--- config.mk ---
export PLATFORM = sky130hd
export DESIGN_NAME = div_unit
export DESIGN_NICKNAME = d
export VERILOG_FILES = /design/src/rtl/mriscv_pkg.sv /design/src/rtl/div_step.sv /design/src/rtl/div_unit.sv
export SDC_FILE = /design/constraint.sdc
export NUM_CORES = 1
export LEC_CHECK = 0
export BUFFER_PORTS_ARGS = -buffer_cell sky130_fd_sc_hd__buf_2
export CAP_MARGIN = 20
export CORE_MARGIN = 10
export CORE_UTILIZATION = 50
export DETAILED_ROUTE_END_ITERATION = 8
export PLACE_DENSITY = 0.66
export SYNTH_ARGS = -nofsm -noshare
export SYNTH_HDL_FRONTEND = slang
export SYNTH_SLANG_ARGS = --single-unit
--- constraint.sdc ---
create_clock -name clk -period 6.2 [get_ports clk]
set_input_delay 0.31 -clock clk [delete_from_list [all_inputs] [get_ports clk]]
set_output_delay 0.31 -clock clk [all_outputs]
set_load 0.005 [all_outputs]
--- src/rtl/mriscv_pkg.sv ---
// Shared types for the execute-stage divide unit: op codes, FSM states
// and the iteration count of the radix-2 restoring divider.
`timescale 1ns/1ps
package mriscv_pkg;

    typedef enum logic [1:0] {
        DIV  = 2'b00,
        DIVU = 2'b01,
        REM  = 2'b10,
        REMU = 2'b11
    } div_op_t;

    typedef enum logic [1:0] {
        IDLE = 2'b00,
        CALC = 2'b01,
        DONE = 2'b10
    } div_state_t;

    localparam int DIV_STEPS = 32;

    function automatic logic is_rem_op(input div_op_t o);
        return (o == REM) || (o == REMU);
    endfunction

    function automatic logic is_signed_op(input div_op_t o);
        return (o == DIV) || (o == REM);
    endfunction

endpackage

--- src/rtl/div_step.sv ---
// One combinational restoring-division iteration on the {rem, quo} pair.
`timescale 1ns/1ps
module div_step (
    input  logic [31:0] rem,
    input  logic [31:0] quo,
    input  logic [31:0] divisor,
    output logic [31:0] rem_next,
    output logic [31:0] quo_next
);

    logic [31:0] shifted_low;
    logic [32:0] diff;
    logic        take;

    assign shifted_low = {rem[30:0], quo[31]};
    assign diff        = {1'b0, shifted_low} - {1'b0, divisor};
    // A set rem[31] means the shifted partial remainder is >= 2^32, which
    // always exceeds the divisor; the low 32 bits of diff are correct either way.
    assign take        = rem[31] | ~diff[32];
    assign rem_next    = take ? diff[31:0] : shifted_low;
    assign quo_next    = {quo[30:0], take};

endmodule

--- src/rtl/div_unit.sv ---
// Iterative RV32M DIV/DIVU/REM/REMU unit: one restoring step per cycle,
// fast path for divide-by-zero and signed overflow, registered result.
`timescale 1ns/1ps
module div_unit
    import mriscv_pkg::*;
(
    input  logic        clk,
    input  logic        rst_n,
    input  logic        start,
    input  logic [1:0]  op,
    input  logic [31:0] a,
    input  logic [31:0] b,
    input  logic        flush,
    output logic        busy,
    output logic        done,
    output logic [31:0] res
);

    div_state_t  state_reg;
    div_op_t     op_reg;
    logic [4:0]  cnt_reg;
    logic [31:0] rem_reg;
    logic [31:0] quo_reg;
    logic [31:0] divisor_reg;
    logic        neg_q_reg;
    logic        neg_r_reg;
    logic        busy_reg;
    logic        done_reg;
    logic [31:0] res_reg;

    logic [31:0] rem_next;
    logic [31:0] quo_next;

    div_step u_step (
        .rem      (rem_reg),
        .quo      (quo_reg),
        .divisor  (divisor_reg),
        .rem_next (rem_next),
        .quo_next (quo_next)
    );

    div_op_t     op_in;
    logic        a_neg;
    logic        b_neg;
    logic [31:0] abs_a;
    logic [31:0] abs_b;
    logic        div_zero;
    logic        overflow;
    logic [31:0] fast_res;
    logic [31:0] q_fix;
    logic [31:0] r_fix;
    logic [31:0] final_res;

    assign op_in    = div_op_t'(op);
    assign a_neg    = is_signed_op(op_in) & a[31];
    assign b_neg    = is_signed_op(op_in) & b[31];
    // |8000_0000| stays 8000_0000, which is the correct unsigned magnitude.
    assign abs_a    = a_neg ? -a : a;
    assign abs_b    = b_neg ? -b : b;
    assign div_zero = (b == 32'h0);
    assign overflow = is_signed_op(op_in) && (a == 32'h8000_0000) && (b == 32'hFFFF_FFFF);
    assign fast_res = is_rem_op(op_in) ? (div_zero ? a : 32'h0)
                                       : (div_zero ? 32'hFFFF_FFFF : 32'h8000_0000);

    assign q_fix     = neg_q_reg ? -quo_next : quo_next;
    assign r_fix     = neg_r_reg ? -rem_next : rem_next;
    assign final_res = is_rem_op(op_reg) ? r_fix : q_fix;

    always_ff @(posedge clk or negedge rst_n) begin
        if (!rst_n) begin
            state_reg   <= IDLE;
            op_reg      <= DIV;
            cnt_reg     <= 5'd0;
            rem_reg     <= 32'h0;
            quo_reg     <= 32'h0;
            divisor_reg <= 32'h0;
            neg_q_reg   <= 1'b0;
            neg_r_reg   <= 1'b0;
            busy_reg    <= 1'b0;
            done_reg    <= 1'b0;
            res_reg     <= 32'h0;
        end else if (flush) begin
            state_reg <= IDLE;
            busy_reg  <= 1'b0;
            done_reg  <= 1'b0;
        end else begin
            case (state_reg)
                IDLE, DONE: begin
                    done_reg <= 1'b0;
                    if (start) begin
                        op_reg      <= op_in;
                        divisor_reg <= abs_b;
                        if (div_zero || overflow) begin
                            res_reg   <= fast_res;
                            done_reg  <= 1'b1;
                            state_reg <= DONE;
                        end else begin
                            rem_reg   <= 32'h0;
                            quo_reg   <= abs_a;
                            cnt_reg   <= 5'd0;
                            neg_q_reg <= a_neg ^ b_neg;
                            neg_r_reg <= a_neg;
                            busy_reg  <= 1'b1;
                            state_reg <= CALC;
                        end
                    end else begin
                        state_reg <= IDLE;
                    end
                end
                CALC: begin
                    rem_reg <= rem_next;
                    quo_reg <= quo_next;
                    cnt_reg <= cnt_reg + 5'd1;
                    if (cnt_reg == 5'(DIV_STEPS - 1)) begin
                        res_reg   <= final_res;
                        done_reg  <= 1'b1;
                        busy_reg  <= 1'b0;
                        state_reg <= DONE;
                    end
                end
                default: begin
                    busy_reg  <= 1'b0;
                    done_reg  <= 1'b0;
                    state_reg <= IDLE;
                end
            endcase
        end
    end

    assign busy = busy_reg;
    assign done = done_reg;
    assign res  = res_reg;

endmodule

==> results of run 1 <==
worst register-to-register path, delay by kind of cell, from the launching register on:
family / cells / cell delay, ns
AOI/OAI and AO/OA: 8 / 1.99
DFF: 1 / 0.44
and+or+nand+nor: 6 / 1.79
adders and majority gates: 3 / 1.04
buffers and inverters: 2 / 0.25
power groups by stage:
stage               Clock, mW  Sequential, mW  Combinational, mW
floorplan                   0            1.13              0.850
global placement            0            1.19               1.10
detailed placement          0            1.20               1.11
CTS                     0.988            1.18               1.12
global route             1.02            1.21               1.26
finish                  0.973            1.19               1.12
logic make-up (layout without fill, tap and decap cells):
family / count (synthesis) / in the layout / synth area share
compound gates: 506 / 506 / 0.275
fa+ha+maj: 40 / 40 / 0.0435
buf+inv: 139 / 202 / 0.0504
xor+xnor: 125 / 125 / 0.0937
flops: 139 / 139 / 0.298
mux: 29 / 29 / 0.0267
simple gates: 525 / 525 / 0.213
cells in the mapped netlist, drive strengths merged (12+ instances only):
| cell type | number | area share |
|---|---|---|
| xor2 | 59 | 0.044 |
| mux2i | 22 | 0.020 |
| o21ai | 168 | 0.074 |
| o211ai | 17 | 0.011 |
| nor3 | 34 | 0.015 |
| inv | 52 | 0.017 |
| nor2 | 159 | 0.051 |
| buf | 37 | 0.017 |
| nand4 | 13 | 0.0070 |
| or2 | 12 | 0.0064 |
| or4 | 12 | 0.0084 |
| o31ai | 31 | 0.022 |
| or3 | 35 | 0.020 |
| a211oi | 18 | 0.012 |
| a21oi | 147 | 0.063 |
| xnor2 | 66 | 0.049 |
| clkbuf | 50 | 0.016 |
| dfrtp | 139 | 0.30 |
| and2 | 14 | 0.0075 |
| a31oi | 19 | 0.011 |
| a21o | 18 | 0.012 |
| nand3 | 16 | 0.0069 |
| nor4 | 16 | 0.010 |
| ha | 39 | 0.042 |
| nand2 | 171 | 0.055 |
| nand2b | 13 | 0.0070 |
path summary, 6_finish.rpt:
kind                              from              to  cells after the start
min in group asynchronous        rst_n  divisor_reg[1]                      2
setup / recovery           quo_reg[31]         res[30]                     19
hold / removal                   flush            busy                      2
hold reg to reg                 res[2]          res[2]                      2
max in group asynchronous        rst_n         res[27]                      3
setup reg to reg           quo_reg[31]         res[30]                     19
layer usage:
metal  up-vias  wire, µm  share of wire
met4         0       762          0.021
met5         -         0              0
li1       5511         -              -
met1      5441     16200           0.44
met3        44      2330          0.064
met2       358     17200           0.47
cells in the final DEF (no fill, tap or decap), drive strengths merged, types with 6 or more instances in the layout:
cell type | synthesis | final
a31oi | 19 | 19
buf | 37 | 118
nor3 | 34 | 34
clkbuf | 50 | 19
mux2i | 22 | 22
or3 | 35 | 35
inv | 52 | 53
clkinv | 0 | 7
nand2b | 13 | 13
or4 | 12 | 12
a21oi | 147 | 147
o21ai | 168 | 168
xnor2 | 66 | 66
a21o | 18 | 18
xor2 | 59 | 59
or2 | 12 | 12
nand2 | 171 | 171
nor4 | 16 | 16
mux2 | 7 | 7
ha | 39 | 39
o31ai | 31 | 31
and2 | 14 | 14
dfrtp | 139 | 139
nor2 | 159 | 159
o21a | 11 | 11
nor2b | 7 | 7
nand3 | 16 | 16
o211ai | 17 | 17
o31a | 6 | 6
and3 | 8 | 8
a211oi | 18 | 18
nand4 | 13 | 13
o221ai | 11 | 11
a22o | 7 | 7
o41ai | 7 | 7
area by class of cell:
class / count / area share
well taps: 313 / 0.0304
clock buffers: 19 / 0.0344
inverters: 52 / 0.0153
repair buffers: 119 / 0.0500
multi-input cells: 1225 / 0.592
clock inverters: 12 / 0.00777
flip-flops and latches: 139 / 0.270
per-stage QoR:
step                      cells  cell area (µm²)   util  hold WS, ns  setup slack (ns)
after floorplan            1503            11700      -       0.0144             0.728
final                      1879            12900  0.564        0.178             0.632
after detailed placement   1845            12300  0.539        0.356             0.697
after global placement     1845            12300  0.539        0.357             0.886
after global routing       1879            12900  0.564        0.176             0.248
after CTS                  1877            12900  0.563        0.176             0.687
repair_timing:
item	4_1_cts	5_1_grt
setup buffers	0	0
hold endpoints to repair	65	0
endpoints found under the setup margin	0	0
hold buffers	1	0
==> flow_metrics.tcl, run 1 <==
set metrics [dict create \
    status "finished, final reports clean" \
    power_frac_clock 0.297 \
    io-pin-count 104 \
    grt_usage 0.236 \
    internal-power_mw 2.02 \
    core_region_area_mm2 0.0228 \
    pwr-share-comb 0.342 \
    synthCells 1503 \
    numCtsBuffers 17 \
    synth_cell_types 88 \
    critical_path.n_buffers_inverters 2 \
    seq_power_share 0.362 \
    placement_rows 55 \
    dr.pass1.iters 6 \
    synth-main-ff-cell "sky130_fd_sc_hd__dfrtp_1" \
    asyncSetResetFlopFracSynth 1.00 \
    reg2reg_setup_slack_ns 0.63 \
    cts-resized-gates 0 \
    hpwl_after_detailed_placement_um 28000 \
    timing.critical_path.max_delay_family "compound AO/OA/AOI/OAI gates" \
    cts_tree "built" \
    die_width_um 173 \
    rsz0062_at_grt "false" \
    synth_edf_count 0 \
    dr.first_iter.drc_count 919 \
    initial_util 0.512 \
    timing.final.max_slew_violations 0 \
    crit_slowest_cell "sky130_fd_sc_hd__or4b_2" \
    final_gp_congestion 0.914 \
    ant_nets 0 \
    area_of_the_multi_input_gates_mm2 0.00763 \
    postSynthAreaPerCell_um2 7.78 \
    synthesis.yosys.warnings 0 \
    post-route-min-period_ns 5.57 \
    min-delay-path-class "input pin to flip-flop" \
    floorplan.die_area_mm2 0.0299 \
    busiest_layer "met2" \
    final-hold-violation-count 0 \
    power_density_over_the_cells_mw_per_mm2 255 \
    syn-cell-area_mm2 0.0117 \
    drc 0 \
    synth_fp_nets 1613 \
    switching_share 0.384 \
    grt.met3_usage 0.0405 \
    n_fill_cell 2196 \
    path_class "flip-flop to flip-flop" \
    clock_tree.root_cell "sky130_fd_sc_hd__clkbuf_16" \
    max_slew_margin 0.332 \
    peak_ir_drop_on_the_vdd_network_mv 0.188 \
    path_cells "inv_1 > ha_1 > fa_1 > nor2b_1 > o31ai_4 > a22oi_2 > a2111oi_4 > o21ai_4 > nand2_1 > o21ai_0 > ha_1 > inv_1 > or4b_2 > nor2_1 > a41oi_1 > o31a_1 > or3_1 > and3_1 > o31ai_2" \
    largest_net_degree_at_the_start_of_global_routing 78 \
    h-tree-depth 4 \
    cts_sinks 139 \
    layout-area-overhead-vs-synth_pct 10.3 \
    worstSetupEndpointType "flip-flop" \
    worstPathArrival_ns 5.90 \
    setup_tns_ns 0 \
    layout-drive-gt1-share 0.128 \
    initial_antenna_violation_count 0 \
    setup-violations-final 0 \
    max_cap_violations 0 \
    critical_path.startpoint_type "flip-flop" \
    nNetsFinal 1664 \
    cp_slowest_stage_delay_ns 0.71 \
    sequential_area_mm2 0.00348 \
    globalRouteOverflowTotal 0 \
    switching_power_mw 1.26 \
    numPortBuffers 103 \
    gr-usage-met2 0.385 \
    post_drt_wl_per_cell_um 19.5 \
    report.power.total_mw 3.28 \
    route.detailed.vias_per_inst 6.04 \
    routed-via-count 11400 \
    die_height_um 173 \
    critPathRequiredTime_ns 6.53 \
    leakage_power_nw 5.50 \
    part_of_the_cycle_the_worst_path_needs 0.898 \
    synth_sequential_area_ratio 0.298 \
    drt_wl_total_um 36600 \
    grt_pass1_wl_um 58300 \
    grt_pass1_vias 10600 \
    clk_pin_slew_worst_paths_ns 0.06 \
    clock_insertion_delay_worst_skew_ns 0.43 \
    groute.layer.met1.usage 0.316 \
    path_max_fanout 18 \
    timing.clock.skew_ns 0.0102 \
    cts_max_path_buffers 2 \
    synth.ff_latch_count 139 \
    antenna_cells 0 \
    worstMarginPinSlew_ns 1.00 \
    max_clock_freq_ghz 0.180 \
]
Note: power is estimated with default switching activity, not from simulation.
==> run 2, diff against run 1 <==
==> constraint.sdc (replaced) <==
create_clock -name clk -period 5.3 [get_ports clk]
set_input_delay 0.265 -clock clk [delete_from_list [all_inputs] [get_ports clk]]
set_output_delay 0.265 -clock clk [all_outputs]
set_load 0.005 [all_outputs]
==> flow_metrics.tcl, run 2 (same netlist as run 1, synthesis figures left out) <==
set metrics [dict create \
    critical_path.startpoint_type "flip-flop" \
    n_fill_cell 2181 \
    initial_antenna_violation_count 0 \
    clock_insertion_delay_worst_skew_ns 0.44 \
    die_width_um 173 \
    cts_tree "built" \
    layout-area-overhead-vs-synth_pct 11.4 \
    rsz0062_at_grt "false" \
    post-route-min-period_ns 5.03 \
    numPortBuffers 103 \
    post_drt_wl_per_cell_um 19.6 \
    critPathRequiredTime_ns 5.64 \
    worstSetupEndpointType "flip-flop" \
    crit_slowest_cell "sky130_fd_sc_hd__or4b_2" \
    nNetsFinal 1674 \
    drc 0 \
    clock_tree.root_cell "sky130_fd_sc_hd__clkbuf_16" \
    groute.layer.met1.usage 0.319 \
    layout.cells.non_filler 1890 \
    reg2reg_setup_slack_ns 0.27 \
    ant_nets 0 \
    placement_rows 55 \
    h-tree-depth 4 \
    finalHoldWorstSlack_ns 0.126 \
    cp_slowest_stage_delay_ns 0.70 \
    hpwl_after_detailed_placement_um 27900 \
    part_of_the_cycle_the_worst_path_needs 0.949 \
    path_class "flip-flop to flip-flop" \
    grt.met3_usage 0.0353 \
    core_region_area_mm2 0.0228 \
    final_gp_congestion 0.914 \
    layout.cells.most_common "sky130_fd_sc_hd__nand2_1" \
    grt_pass1_wl_um 58600 \
    max_clock_freq_ghz 0.199 \
    largest_net_degree_at_the_start_of_global_routing 97 \
    leakage_power_nw 5.56 \
    io-pin-count 104 \
    clk_pin_slew_worst_paths_ns 0.06 \
    worstMarginPinSlew_ns 0.975 \
    grt_usage 0.239 \
    place_ws_ns 0.340 \
    gr-usage-met2 0.390 \
    grt_pass1_vias 10700 \
    layout-drive-gt1-share 0.134 \
    busiest_layer "met2" \
    sequential_area_mm2 0.00348 \
    cts_max_path_buffers 2 \
    setup_tns_ns 0 \
    power_density_over_the_cells_mw_per_mm2 303 \
    path_cells "inv_1 > ha_1 > fa_1 > nor2b_2 > o31ai_4 > a22oi_2 > a2111oi_4 > o21ai_4 > nand2_1 > o21ai_1 > ha_2 > inv_1 > or4b_2 > nor2_1 > a41oi_1 > o31a_1 > or3_1 > and3_1 > o31ai_2" \
    routed-via-count 11500 \
    timing.clock.skew_ns 0.0140 \
    numCtsBuffers 17 \
    hold_path.startpoint "b[1]" \
    dr.pass1.iters 5 \
    floorplan.die_area_mm2 0.0299 \
    max_cap_violations 0 \
    max_slew_margin 0.350 \
    timing.final.max_slew_violations 0 \
    final-hold-violation-count 0 \
    route.detailed.vias_per_inst 6.08 \
    layout_setup_ws_ns 0.271 \
    worst_path_most_repeated_cell "sky130_fd_sc_hd__inv_1" \
    path_max_fanout 7 \
    worstPathArrival_ns 5.36 \
    globalRouteOverflowTotal 0 \
    critical_path.startpoint "quo_reg[31]" \
    status "finished, final reports clean" \
    peak_ir_drop_on_the_vdd_network_mv 0.196 \
    die_height_um 173 \
    report.power.total_mw 3.94 \
    antenna_cells 0 \
    placed_cells_incl_taps 1855 \
    worst_r2r_startpoint "quo_reg[31]" \
    min-delay-path-class "input pin to flip-flop" \
    final_cell_mix "171 x sky130_fd_sc_hd__nand2_1, 159 x sky130_fd_sc_hd__nor2_1, 151 x sky130_fd_sc_hd__o21ai_0" \
    dr.first_iter.drc_count 892 \
    initial_util 0.512 \
    cts_sinks 139 \
    area_of_the_multi_input_gates_mm2 0.00764 \
    setup-violations-final 0 \
    drt_wl_total_um 37000 \
]
==> run 2: path summary, 6_finish.rpt <==
path	to	depth (start not counted)
hold / removal	divisor_reg[1]	3
hold reg to reg	res[2]	2
setup / recovery	res[30]	19
min in group asynchronous	divisor_reg[1]	2
max in group asynchronous	res[28]	3
setup reg to reg	res[30]	19
==> run 2: cell type report <==
cell class / count / area share
timing repair buffer: 129 / 0.0553
inverter: 52 / 0.0152
clock buffer: 20 / 0.0343
tap: 313 / 0.0301
multi-input combinational: 1225 / 0.587
clock inverter: 12 / 0.0110
sequential: 139 / 0.267
==> run 2: what timing repair did <==
| item | in CTS | in global routing |
|---|---|---|
| endpoints found under the hold margin | 16 | 0 |
| hold buffers | 1 | 0 |
| setup buffers | 0 | 0 |
| gates resized for setup | 0 | 1 |
| endpoints found under the setup margin | 0 | 1 |
==> run 2: critical path, delay by kind of cell (launching register included) <==
| kind | cells | cell delay (ns) |
|---|---|---|
| compound gates | 8 | 1.63 |
| flops | 1 | 0.45 |
| fa+ha+maj | 3 | 0.93 |
| simple gates | 6 | 1.69 |
| buf+inv | 2 | 0.22 |
==> run 2: power breakdown <==
part	leakage (nW)	switching (mW)	internal, mW
sequential	1.77	0.184	1.20
clock	0.278	0.520	0.712
combinational	3.51	0.805	0.519
==> run 2: per-layer routing <==
layer	wire length (µm)	share of wire
met1	16400	0.44
met3	2010	0.054
met2	17700	0.48
met5	0	0
met4	912	0.025
==> run 2: per-stage QoR <==
stage	instance area (µm²)	utilization
final	13000	0.570
after global routing	13000	0.570
after CTS	13000	0.569
after detailed placement	12400	0.543
after global placement	12400	0.543
after floorplan	11700	-
